<file path="config.mk">
export PLATFORM = sky130hd
export DESIGN_NAME = mcu_top
export DESIGN_NICKNAME = d
export VERILOG_FILES = /design/src/rtl/mcu_top.sv
export SDC_FILE = /design/constraint.sdc
export NUM_CORES = 1
export LEC_CHECK = 0
export ABC_AREA = 1
export BUFFER_PORTS_ARGS = -buffer_cell sky130_fd_sc_hd__buf_2
export CORE_AREA = 2 2 39 41
export DETAILED_ROUTE_END_ITERATION = 8
export DIE_AREA = 0 0 41 43
export PLACE_DENSITY = 0.43
export SYNTH_ARGS = -nofsm -noshare
export SYNTH_HDL_FRONTEND = slang
export SYNTH_SLANG_ARGS = --single-unit
</file>
<file path="constraint.sdc">
create_clock -name clk_i -period 1 [get_ports clk_i]
set_input_delay 0.2 -clock clk_i [delete_from_list [all_inputs] [get_ports clk_i]]
set_output_delay 0.2 -clock clk_i [all_outputs]
set_load 0.03 [all_outputs]
</file>
<file path="src/rtl/mcu_top.sv">
// mcu_top: single-bit pad input conditioner.
// Multi-flop synchroniser followed by a stability filter; d_o changes only
// after the synchronised level has disagreed with it for FILTER_LEN edges.
module mcu_top #(
  parameter int unsigned SYNC_STAGES = 2,
  parameter int unsigned FILTER_LEN  = 4,
  parameter logic        RESET_VAL   = 1'b1
) (
  input  logic clk_i,
  input  logic rstn_i,
  input  logic d_i,
  output logic d_o
);

  localparam int unsigned      CNT_W    = $clog2(FILTER_LEN + 1);
  localparam logic [CNT_W-1:0] CNT_LAST = CNT_W'(FILTER_LEN - 1);

  logic [SYNC_STAGES-1:0] s;
  logic                   sync;
  logic [CNT_W-1:0]       cnt;

  // Synchroniser chain: s[0] samples the raw pad, later stages shift it along.
  always_ff @(posedge clk_i or negedge rstn_i) begin
    if (!rstn_i) begin
      s <= {SYNC_STAGES{RESET_VAL}};
    end else begin
      s <= {s[SYNC_STAGES-2:0], d_i};
    end
  end

  assign sync = s[SYNC_STAGES-1];

  // Stability filter: count consecutive disagreeing edges, any agreement clears.
  always_ff @(posedge clk_i or negedge rstn_i) begin
    if (!rstn_i) begin
      cnt <= '0;
      d_o <= RESET_VAL;
    end else if (sync == d_o) begin
      cnt <= '0;
    end else if (cnt == CNT_LAST) begin
      d_o <= sync;
      cnt <= '0;
    end else begin
      cnt <= cnt + CNT_W'(1);
    end
  end

endmodule

</file>
; Word level (Yosys, flattened, before mapping)
; Index checks and enable logic that the tools add are counted.
[totals]
elab_cells = 10
inputBits = 3
output_inout_bits = 1
register_bits = 6
[classes]
n_addsub = 1
reduce_logical = 1
bitwise_logic = 1
eq_ne = 2
n_mux = 2
[op_table]
columns = cell, count
row1 = $mux W3, 2
row2 = $add A3 B1 Y3 const B, 1
row3 = $eq A3 B2 Y1 const B, 1
row4 = $reduce_and A2 Y1, 1
row5 = $eq A1 B1 Y1, 1
row6 = $not A1 Y1, 1

; Depth between registers and ports, before layout
[logic_depth]
word_depth = 3
depth_mapped = 4

; Worst setup path after synthesis
; No wires, ideal clock.
[synth_path]
path_type = register -> register
start = register d_o
end = register cnt[2]
path_slack_ns = 0.068
setup_time_ns = 0.114
stages_incl_launch_ff = 4
synth_period_minus_slack_ns = 0.932
path_buffers = 0
arrival_ns = 0.818
cell_sequence = dfstp_2 > nand2_1 > nand2_2 > nor2_1
[synth_via]
elab_chain_cells = 2
[synth_rtl]
columns = element, line_no
row1 = from (decl), 12  ; output logic d_o
row2 = from (signal assigned), 41  ; d_o <= sync;
row3 = $eq A1 B1 Y1, 38  ; end else if (sync == d_o) begin
row4 = $mux W3, 38
row5 = to (signal assigned), 44  ; cnt <= cnt + CNT_W'(1);
row6 = to (decl), 20  ; logic [CNT_W-1:0] cnt;
; Every way passes these cells.
; A chain may end at the register's enable or synchronous reset.

; Worst setup path in the final report
[layout_path]
start = register d_o
end = output port d_o
; No word-level cell between the ends.

==> results.yml <==
outcome:
  run_status: "finished, violations left"
  violations: "setup timing"
die:
  row_cnt: 14
  fp.dieH_um: 43
  die_width_um: 41
  fp.dieArea_sq_um: 1760
  start_util: 0.174
  design.portCount: 4
  placeable_core_region_sq_um: 1380
setup_path:
  critPathCaptureType: "output pin"
  required_ps: 800
  path_cells: "buf_6"
  worstPathArrival_ps: 890
  timing.critical_path.slowest_cell_delay_ps: 530
  timing.critical_path.max_delay_family: "flip-flops"
  number_of_cell_instances_on_the_worst_register_to_register_path: 5
  crit_path_top_delay_cell: "sky130_fd_sc_hd__dfstp_2"
  critical_path.n_buffers_inverters: 1
  criticalPathCategory: "reg2out"
  setup.worst_path.start_class: "register"
  crit_fanout: 2
  worst-path-stages: 1
cells_and_area:
  post-route-util: 0.241
  nets: 39
  final-seq-area_sq_um: 154
  footprint_of_the_multi_input_gates_sq_um: 71.3
  antenna_cells_inserted: 0
  instances_no_fill: 50
  fraction_of_layout_instances_using_a_drive_strength_above_1: 0.441
  area_overhead_vs_synth_pct: 38.5
  final_cell_mix: "sky130_fd_sc_hd__inv_1 (6), sky130_fd_sc_hd__nand2_1 (6), sky130_fd_sc_hd__clkbuf_4 (3), sky130_fd_sc_hd__dfrtp_1 (3), sky130_fd_sc_hd__dfstp_2 (3)"
  num-fill-cells: 156
synth:
  top_post_synthesis_cells_by_area: "sky130_fd_sc_hd__dfstp_2 (33%), sky130_fd_sc_hd__dfrtp_1 (31%), sky130_fd_sc_hd__inv_1 (9.4%)"
  yosys_warnings: 0
  postSynthNetCount: 29
  synthDistinctLibCells: 8
  synth_top_cell_by_area: "sky130_fd_sc_hd__dfstp_2"
  post_synth_inst_count: 25
  yosysTopAreaCellShare: 0.328
  synth_seq_cells: 6
  syn_area_sq_um: 240
  synth.avg_cell_area_sq_um: 9.61
  synth_sequential_area_ratio: 0.641
timing:
  hold-worst-slack_ps: 59.2
  final_critical_path_setup_slack_ps: -92.3
  hold_violations: 0
  timing.max_slew.rel_slack: 0.912
  report.final.slew_viol_count: 0
  skew_ps: 7.74
  setup_violations: 1
  max_slew.worst_pin.slew_ps: 132
  rsz_0062_raised_after_global_routing: "true"
  highest_clock_frequency_the_design_can_meet_mhz: 915
  post-route-period-util: 1.09
  finalCriticalPeriod_ps: 1090
place:
  dpl_worst_slack_ps: 78.6
  dpl.cell_count: 44
  io_buffers: 3
  placer_s_final_routability_congestion_estimate: 0.660
  detailedPlacementHpwl_um: 250
drt:
  routed-via-count: 173
  drt-total-wl_um: 358
  routed_via_density: 3.46
  count_of_nets_left_with_antenna_violations_after_detail_routing: 0
  post-route-drc-count: 0
  detailedRoute.firstIterationViolations: 2
  drt-wirelength-per-cell_um: 7.16
  dr.pass1.iters: 4
pwr:
  worst_ir_drop_vdd_uv: 816
  power_mw: 0.872
  p_leak_nw: 0.162
  cellPowerDensity_nw_per_um2: 2620
grt:
  first_global_vias: 152
  grt_antenna_before_repair: 0
  globalRoute.busiestLayer: "met4"
  grt.met1_usage: 0.0726
  groute.usage.overall: 0.0547
  first_pass_grt_wire_length_um: 579
  largest_net_degree_at_the_start_of_global_routing: 7
  global_route.usage.met2: 0.0531
  grt_overflow: 0
  grt.met3_usage: 0.0157
clocking:
  tritoncts: "built"
  cts_htree_levels: 1
  cts_inserted_buffers: 3
  clkTransAtPathRegs_ps: 40
  clockRootBuffer: "sky130_fd_sc_hd__clkbuf_4"
  clk_path_buf_depth: 2
  clkLatencyLatePin_ps: 250
  cts_sinks: 6
min_path:
  min_path_cells: 1
  hold_path.class: "in2reg"
flow_run:
  maxCapViolCount: 0
[kinds of logic (layout without fill, tap and decap cells)]
logic type,after synthesis,after routing,synth area share
flip-flops,6,6,0.641
AND/OR/NAND/NOR,12,12,0.214
adder cells (fa/ha/maj),1,1,0.0521
buffers and inverters,6,15,0.0937
[cell type report]
cell class / count / share of cell area
Sequential cell: 6 / 0.462
Multi-Input combinational cell: 13 / 0.214
Timing Repair Buffer: 5 / 0.117
Clock buffer: 4 / 0.0789
Inverter: 6 / 0.0677
Tap cell: 16 / 0.0602
[flip-flops by register name, indices dropped and copies added (netlist names)]
register,cells
s,2
cnt,3
d_o,1
[report_power, final]
group,switching [mW],internal (mW),leakage [nW]
Combinational,0.157,0.126,0.0765
Sequential,0.0315,0.316,0.0709
Clock,0.0901,0.151,0.0150
Total,0.278,0.593,0.162
[per-layer routing]
| layer | part of all wire | up-vias |
|---|---|---|
| li1 | - | 90 |
| met1 | 0.47 | 77 |
| met2 | 0.43 | 4 |
| met3 | 0.045 | 2 |
| met4 | 0.047 | 0 |
| met5 | 0 | - |
[synth_stat cells]
cell type and number:
sky130_fd_sc_hd__nand3_1 1, sky130_fd_sc_hd__nor2_1 3, sky130_fd_sc_hd__ha_1 1, sky130_fd_sc_hd__nand2_1 6, sky130_fd_sc_hd__dfrtp_1 3, sky130_fd_sc_hd__dfstp_2 3
sky130_fd_sc_hd__nand2_2 2, sky130_fd_sc_hd__inv_1 6
[final timing paths]
| check | slack, ps | to | start |
|---|---|---|---|
| max in group asynchronous | 470 | s[1] | rstn_i |
| min in group asynchronous | 300 | cnt[1] | rstn_i |
| min | 60 | s[0] | d_i |
| max reg2reg | 60 | cnt[1] | d_o |
| max | -90 | d_o | d_o |
| min reg2reg | 360 | s[1] | s[0] |
[through the flow]
step	area [sq um]	TNS, ps
after global placement	275	0
after detailed placement	275	0
final	333	-92.3
after global routing	333	-138
after floorplan	240	0
after CTS	325	-101
[repair_timing]
| item | 4_1_cts | 5_1_grt |
|---|---|---|
| hold buffers | 1 | 0 |
| resized for setup | 2 | 3 |
| endpoints found under the hold margin | 6 | 0 |
| buffers inserted | 1 | 0 |
| endpoints found under the setup margin | 1 | 3 |
No activity file was read; power rests on OpenSTA's default activity.
